### src/rtl/spell_mem_port.sv
// spell_mem_port: memory responder for the spell stack CPU (data regfile, code SRAM, IO)
// Optional feature macro: SPELL_MEM_CODE_WP_EN (code writes below WP_LIMIT are blocked, wp_fault pulses)
// Ports:
//   clock, reset                       rising-edge clock, async active-high reset
//   req_valid/ready/write/type/addr/wdata  single outstanding request (type: 0 None, 1 Data, 2 Code, 3 IO)
//   rsp_valid, rsp_rdata               one-cycle completion pulse and held read data
//   sram_addr/wdata/rdata/cs/we        byte-wide code SRAM, strobed for WAIT_CYCLES+1 cycles
//   io_out, io_in                      IO output register and sampled input pins
//   wp_fault                           blocked code write pulse (zero without the optional feature)
module spell_mem_port #(
  parameter int         DATA_WORDS  = 32,
  parameter int         WAIT_CYCLES = 1,
  parameter logic [7:0] WP_LIMIT    = 8'h00
) (
  input  logic       clock,
  input  logic       reset,
  input  logic       req_valid,
  output logic       req_ready,
  input  logic       req_write,
  input  logic [1:0] req_type,
  input  logic [7:0] req_addr,
  input  logic [7:0] req_wdata,
  output logic       rsp_valid,
  output logic [7:0] rsp_rdata,
  output logic [7:0] sram_addr,
  output logic [7:0] sram_wdata,
  input  logic [7:0] sram_rdata,
  output logic       sram_cs,
  output logic       sram_we,
  output logic [7:0] io_out,
  input  logic [7:0] io_in,
  output logic       wp_fault
);
  localparam int AW = (DATA_WORDS > 1) ? $clog2(DATA_WORDS) : 1;
`ifdef SPELL_MEM_CODE_WP_EN
  localparam logic WP_EN = 1'b1;
`else
  localparam logic WP_EN = 1'b0;
`endif
  typedef enum logic [1:0] {IDLE, BUS, RESP} state_t;
  state_t          r_state, w_next;
  logic [3:0]      r_cnt;
  logic            r_write, r_wp_fault;
  logic [7:0]      r_rdata, r_sram_addr, r_sram_wdata, r_io_out;
  logic [7:0]      r_mem [DATA_WORDS];
  logic            w_accept, w_code, w_wp_block, w_to_bus;
  logic [AW-1:0]   w_idx;
  assign w_accept   = req_valid && (r_state == IDLE);
  assign w_code     = req_type == 2'd2;
  // WP_EN folds to a constant, so without the feature this is always 0
  assign w_wp_block = WP_EN && req_write && (req_addr < WP_LIMIT);
  assign w_to_bus   = w_code && !w_wp_block;
  // upper address bits are ignored: the data space wraps every DATA_WORDS bytes
  assign w_idx      = req_addr[AW-1:0];
  always_ff @(posedge clock or posedge reset)
    if (reset) r_state <= IDLE;
    else r_state <= w_next;
  always_comb begin
    w_next = IDLE;
    w_next = (r_state == IDLE) ? (w_accept ? (w_to_bus ? BUS : RESP) : IDLE) :
             (r_state == BUS)  ? ((r_cnt == 4'd0) ? RESP : BUS) : IDLE;
  end
  always_ff @(posedge clock or posedge reset)
    if (reset) begin
      r_cnt        <= 4'd0;
      r_write      <= 1'b0;
      r_wp_fault   <= 1'b0;
      r_rdata      <= 8'h00;
      r_sram_addr  <= 8'h00;
      r_sram_wdata <= 8'h00;
      r_io_out     <= 8'h00;
    end else begin
      r_wp_fault <= w_accept && w_code && w_wp_block;
      if (w_accept) begin
        r_cnt <= 4'(WAIT_CYCLES);
        // SRAM address/data only move on code accepts so they hold between accesses
        if (w_to_bus) begin
          r_write      <= req_write;
          r_sram_addr  <= req_addr;
          r_sram_wdata <= req_wdata;
        end else
          r_rdata <= req_write ? 8'h00 :
                     (req_type == 2'd1) ? r_mem[w_idx] :
                     (req_type == 2'd3) ? io_in : 8'h00;
        if (req_write && req_type == 2'd3) r_io_out <= req_wdata;
      end else if (r_state == BUS) begin
        r_cnt <= r_cnt - 4'd1;
        if (r_cnt == 4'd0) r_rdata <= r_write ? 8'h00 : sram_rdata;
      end
    end
  always_ff @(posedge clock or posedge reset)
    if (reset) begin
      for (int i = 0; i < DATA_WORDS; i++) r_mem[i] <= 8'h00;
    end else if (w_accept && req_write && req_type == 2'd1)
      r_mem[w_idx] <= req_wdata;
  assign req_ready  = r_state == IDLE;
  assign rsp_valid  = r_state == RESP;
  assign rsp_rdata  = r_rdata;
  assign sram_cs    = r_state == BUS;
  assign sram_we    = (r_state == BUS) && r_write;
  assign sram_addr  = r_sram_addr;
  assign sram_wdata = r_sram_wdata;
  assign io_out     = r_io_out;
  assign wp_fault   = r_wp_fault;
endmodule

### config.mk
export PLATFORM = sky130hd
export DESIGN_NAME = spell_mem_port
export DESIGN_NICKNAME = d
export VERILOG_FILES = /design/src/rtl/spell_mem_port.sv
export SDC_FILE = /design/constraint.sdc
export NUM_CORES = 1
export LEC_CHECK = 0
export CAP_MARGIN = 10
export CORE_UTILIZATION = 54
export DETAILED_ROUTE_END_ITERATION = 8
export PLACE_DENSITY = 0.83
export SLEW_MARGIN = 15
export SYNTH_ARGS = -nofsm -noshare
export SYNTH_HDL_FRONTEND = slang
export SYNTH_SLANG_ARGS = --single-unit
### constraint.sdc
create_clock -name clock -period 9.8 [get_ports clock]
set_input_delay 2.45 -clock clock [delete_from_list [all_inputs] [get_ports clock]]
set_output_delay 2.45 -clock clock [all_outputs]
set_load 0.005 [all_outputs]
# Word-level counts from Yosys, hierarchy flattened
# Index checks and enable logic that the tools add are counted.
totals:
  register_bits: 295
  latch_bits: 0
  ram_bits: 0
  romBits: 0
  inputBits: 38
  output_inout_bits: 37
  wordCells: 83
  mem_count: 0
op_classes:
  n_addsub: 1
  mul: 0
  n_div: 0
  magnitude_cmp: 2
  n_eq_ne: 6
  shift: 0
  n_mux: 21
  n_bitwise: 1
  n_reduce_logical: 13
op_table:
  columns: ["cell", "count"]
  rows:
  - ["$bwmux W256", 1]
  - ["$mux W8", 11]
  - ["$bmux W8 S5", 1]
  - ["$demux W8 S5", 1]
  - ["$mux W2", 5]
  - ["$mux W4", 2]
  - ["$eq A2 B2 Y1 const B", 3]
  - ["$ge A6 B6 Y1 const B", 1]
  - ["$logic_and A1 B1 Y1", 6]
  - ["$lt A6 B1 Y1 const B", 1]
  - ["$not A5 Y6", 1]
  - ["$eq A2 B1 Y1 const B", 2]
  - ["$logic_not A4 Y1", 1]
  - ["$reduce_and A2 Y1", 2]
  - ["$reduce_bool A2 Y1", 2]
  - ["$sub A4 B1 Y4 const B", 1]
  - ["$reduce_and A3 Y1", 1]
  - ["$logic_not A2 Y1", 1]
  - ["$ne A2 B2 Y1 const B", 1]

# Longest topological paths before layout
depth:
  word_depth: 8
  depth_mapped: 8

# Worst setup path after synthesis
# Ideal clock, no wire load.
synth_path:
  kind: "input to register"
  from: "input port req_valid"
  to: "register r_mem[48] (netlist bit)"
  setup_time_ps: 125
  arrival_ps: 4402
  setup_slack_ps: 5274
  cell_stages: 7
  path_buffers: 2
  cell_sequence: "or3b_1 buf_2 or4_1 or2_1 buf_2 nor2_2 mux2_2"
synth_between:
  elab_chain_cells: 3
synth_lines:
  columns: ["element", "line_no", "text"]
  rows:
  - ["from (decl)", "17", "input logic req_valid,"]
  - ["$logic_and A1 B1 Y1", "48", "assign w_accept = req_valid && (r_state == IDLE);"]
  - ["$logic_and A1 B1 Y1 (2 in a row)", "94", "end else if (w_accept && req_write && req_type == 2'd1)"]
  - ["to (signal, indexed assignment)", "95", "r_mem[w_idx] <= req_wdata;"]
  - ["to (decl)", "45", "logic [7:0] r_mem [DATA_WORDS];"]
# No other way between the ends.
# A chain may end at the register's enable or synchronous reset.

# Final worst setup path
layout_path:
  from: "input port req_addr[0]"
  to: "register r_mem[31] (netlist bit)"
layout_between:
  elab_chain_cells: 6
  word_cells_on_any_way: 7
  classes_between: "2 x order compare; 3 x mux; 1 x bitwise; 1 x reduce/logical"
layout_lines:
  columns: ["element", "line_no", "text"]
  rows:
  - ["from (decl)", "21", "input logic [7:0] req_addr,"]
  - ["$not A5 Y6 (not written as such) (*)", "95", null]
  - ["$ge A6 B6 Y1 (not written as such) / $lt A6 B1 Y1 (equally long branches)", "95", null]
  - ["$logic_and A1 B1 Y1 (not written as such)", "95", null]
  - ["$mux W8 (not written as such)", "95", null]
  - ["$demux W8 S5 (*)", "95", null]
  - ["$bwmux W256 (*)", "95", null]
# Mark *: on every way between the ends. The rest lies on a longest branch, timed or not.

==> impl_results.md <==
- Hold Vio Cnt, Final: 0
- Vias in the first global route: 9,318
- Num CTS Buffers: 30
- P&R area growth vs syn: 15.5%
- Buffers added on ports: 73
- DP Area: 14,600 sq um
- Gate count of the mapped netlist: 1,018
- Setup TNS: 0 ns
- Syn Std Cell Area: 13,600 sq um
- Clk_skew: 0.00841 ns
- Prevailing post-synth register cell: dfrtp_1
- Setup Fix Bufs, Post-CTS: 0
- Max_cap viols: 0
- Max Root-Sink Buffers: 3
- Reg clk slew, reported paths: 0.06 ns
- Fillers: 1,822
- Final WL: 35,000 um
- Max Slew Vio Count: 0
- Sequential-to-total area share from yosys stat: 0.541
- Hold WC Path Type: flop to flop
- Top-count cell post-synth: dfrtp_1
- Row cnt: 57
- Status: completed
- Synth area leaders: dfrtp_1, mux2_2, mux2i_1
- Final GP Congestion: slightly below 1
- Clock latency on the worst-skew pair: between 0.5 and 0.6 ns
- Post-synth top area share: 0.541
- Syn Nets: 1,058
- Vias: 8,919
- DRC viols: 0
- RSZ-0062 raised after global routing: false
- Iter 0 DRT Violations: ~870
- Cell taking the most area after synthesis: dfrtp_1
- Worst-path cell chain: clkdlybuf4s50_1, nor4_1, nor2b_1, nand4_1, mux2_2
- Crit path launch type: primary input
- CP Class: primary input to flop
- Post-cts sizing count: 0
- Post-synth ARST share: 1.00
- First-pass GRT wire length: roughly 55,000 um
- Nets: ~1,100
- Antenna Nets Post-Route: 0
- Commonest cells in the netlist: dfrtp_1, mux2_2, mux2i_1, o22ai_1, clkbuf_1
- CP endpoint kind: flop
- CP Data Required Time: between 10 and 15 ns
- Worst-Margin Slew: between 1 and 1.5 ns
- Netlist cell types: 42
- Core area: 24,500 sq um
- Max frequency: 0.188 GHz
- CTS Root Cell: clkbuf_16
- Share of post-route cells with drive strength above 1: 0.332
- GRT overflow: 0
- Die span in x: 161 um
- Boundary pin count: 75
- Slowest stage cell, crit path: clkdlybuf4s50_1
- Final Cell Area: 15,800 sq um
- Post-synth EDFFs: 0
- Gr usage total: 0.277
- Multi-input gate area: 5970 sq um
- Flip-flop and latch area: 7380 sq um
- Period Utilization, post-route: 0.543
- CP max FO: 19
- Largest net degree at the start of global routing: 135
- YS warnings: 0
- Avg WL per Cell: 24.8 um
- Die height: about 160 um
- #FFs+latches synth: 295
- Num Clock Sinks: 295
- DR pass1 iterations: 5
- Number of diodes: 0
- Leakage: around 0.0075 uW
- VDD IR max: 0.136 mV
- Relative slew slack: 0.287
- Syn_area_per_cell: 13.4 sq um
- Slowest stage delay, CP: between 0.8 and 0.9 ns
- Min Tclk post-route: ~5.3 ns
- Drt via density: 6.32
- CTS Hold Buffers Added: 0
- Initial antenna violation count: 1
- PD cells: 208 nW/um^2
- Starting Density: 0.556
- WP data arrival: between 5 and 6 ns
- Clock H-tree levels: 1
- CTS tree: yes
- Die area: 25,900 sq um
- # setup viols final: 0
- HPWL Detailed: 22,500 um
cell type report:
| type | count | share of cell area |
|---|---|---|
| Timing Repair Buffer | 86 | 0.0542 |
| Multi-Input combinational cell | 648 | 0.379 |
| Inverter | 5 | 0.00143 |
| Tap cell | 324 | 0.0257 |
| Sequential cell | 295 | 0.468 |
| Clock inverter | 14 | 0.0175 |
| Clock buffer | 40 | 0.0539 |
power by group:
part	leakage (uW)	total [uW]	switching (uW)	internal (uW)
sequential	0.00403	1440	86.3	1350
clock	0.000550	1290	477	816
combinational	0.00296	540	247	293
total	0.00754	3270	811	2460
cells by family after synthesis:
family	after synthesis	share of synthesized area
multiplexers	416	0.331
flip-flops	295	0.541
AO/OA/AOI/OAI	94	0.0440
other	1	0.000275
adder cells (fa/ha/maj)	2	0.00183
buffers and inverters	75	0.0217
AND/OR/NAND/NOR	132	0.0584
XOR/XNOR	3	0.00193
final timing paths:
| check | start | endpoint | slack [ns] | cells past startpoint |
|---|---|---|---|---|
| min | r_mem[86] | r_mem[86] | 0.49 | 1 |
| max reg2reg | r_state[1] | r_mem[31] | 6.47 | 5 |
| min in group asynchronous | reset | sram_addr[5] | 2.38 | 2 |
| max | req_addr[0] | r_mem[31] | 4.48 | 5 |
| max in group asynchronous | reset | r_mem[92] | 5.70 | 4 |
| min reg2reg | r_mem[86] | r_mem[86] | 0.49 | 1 |
layout by cell type (no fill, tap or decap), drive strengths merged:
master,count
a21oi,8
a22o,8
a31oi,8
and2,2
buf,14
bufinv,8
clkbuf,40
clkdlybuf4s50,72
clkinv,4
clkinvlp,2
conb,1
dfrtp,295
ha,2
inv,5
mux2,280
mux2i,136
nand2,21
nand2b,11
nand3,19
nand4,2
nand4b,3
nand4bb,5
nor2,19
nor2b,6
nor3,8
nor3b,3
nor4,9
o21ai,14
o221ai,7
o22a,1
o22ai,48
or2,8
or3,1
or3b,1
or4,10
or4b,4
xnor2,2
xor2,1
registers in the layout, summed over array words and instances, names as in the netlist:
name,count
rsp_rdata,8
r_cnt,4
sram_wdata,8
r_write,1
io_out,8
r_mem,256
sram_addr,8
r_state,2
worst max-delay path, delay by kind of cell:
family | cells | cell delay (ns)
AND/OR/NAND/NOR | 3 | 1.94
buffers and inverters | 1 | 0.84
multiplexers | 1 | 0.50
per-stage QoR:
stage          worst slack, ns  total power (uW)  hold slack (ns)   util  cells
6_report                  4.48              3270            0.492  0.642   1412
5_1_grt                   4.38              3390            0.512  0.642   1412
4_1_cts                   4.65              3280            0.497  0.642   1412
3_5_place_dp              4.08              1990            0.482  0.596   1358
3_3_place_gp              4.13              1980            0.467  0.596   1358
2_1_floorplan             3.43              1720            0.457      -   1018
layer usage:
metal | vias to the layer above | share of wire | GRT usage
met5 | - | 0 | 0
met1 | 4597 | 0.42 | 0.380
met2 | 371 | 0.46 | 0.427
met3 | 101 | 0.080 | 0.0666
met4 | 0 | 0.040 | 0.106
li1 | 3850 | - | -
(Power assumes the default switching activity.)
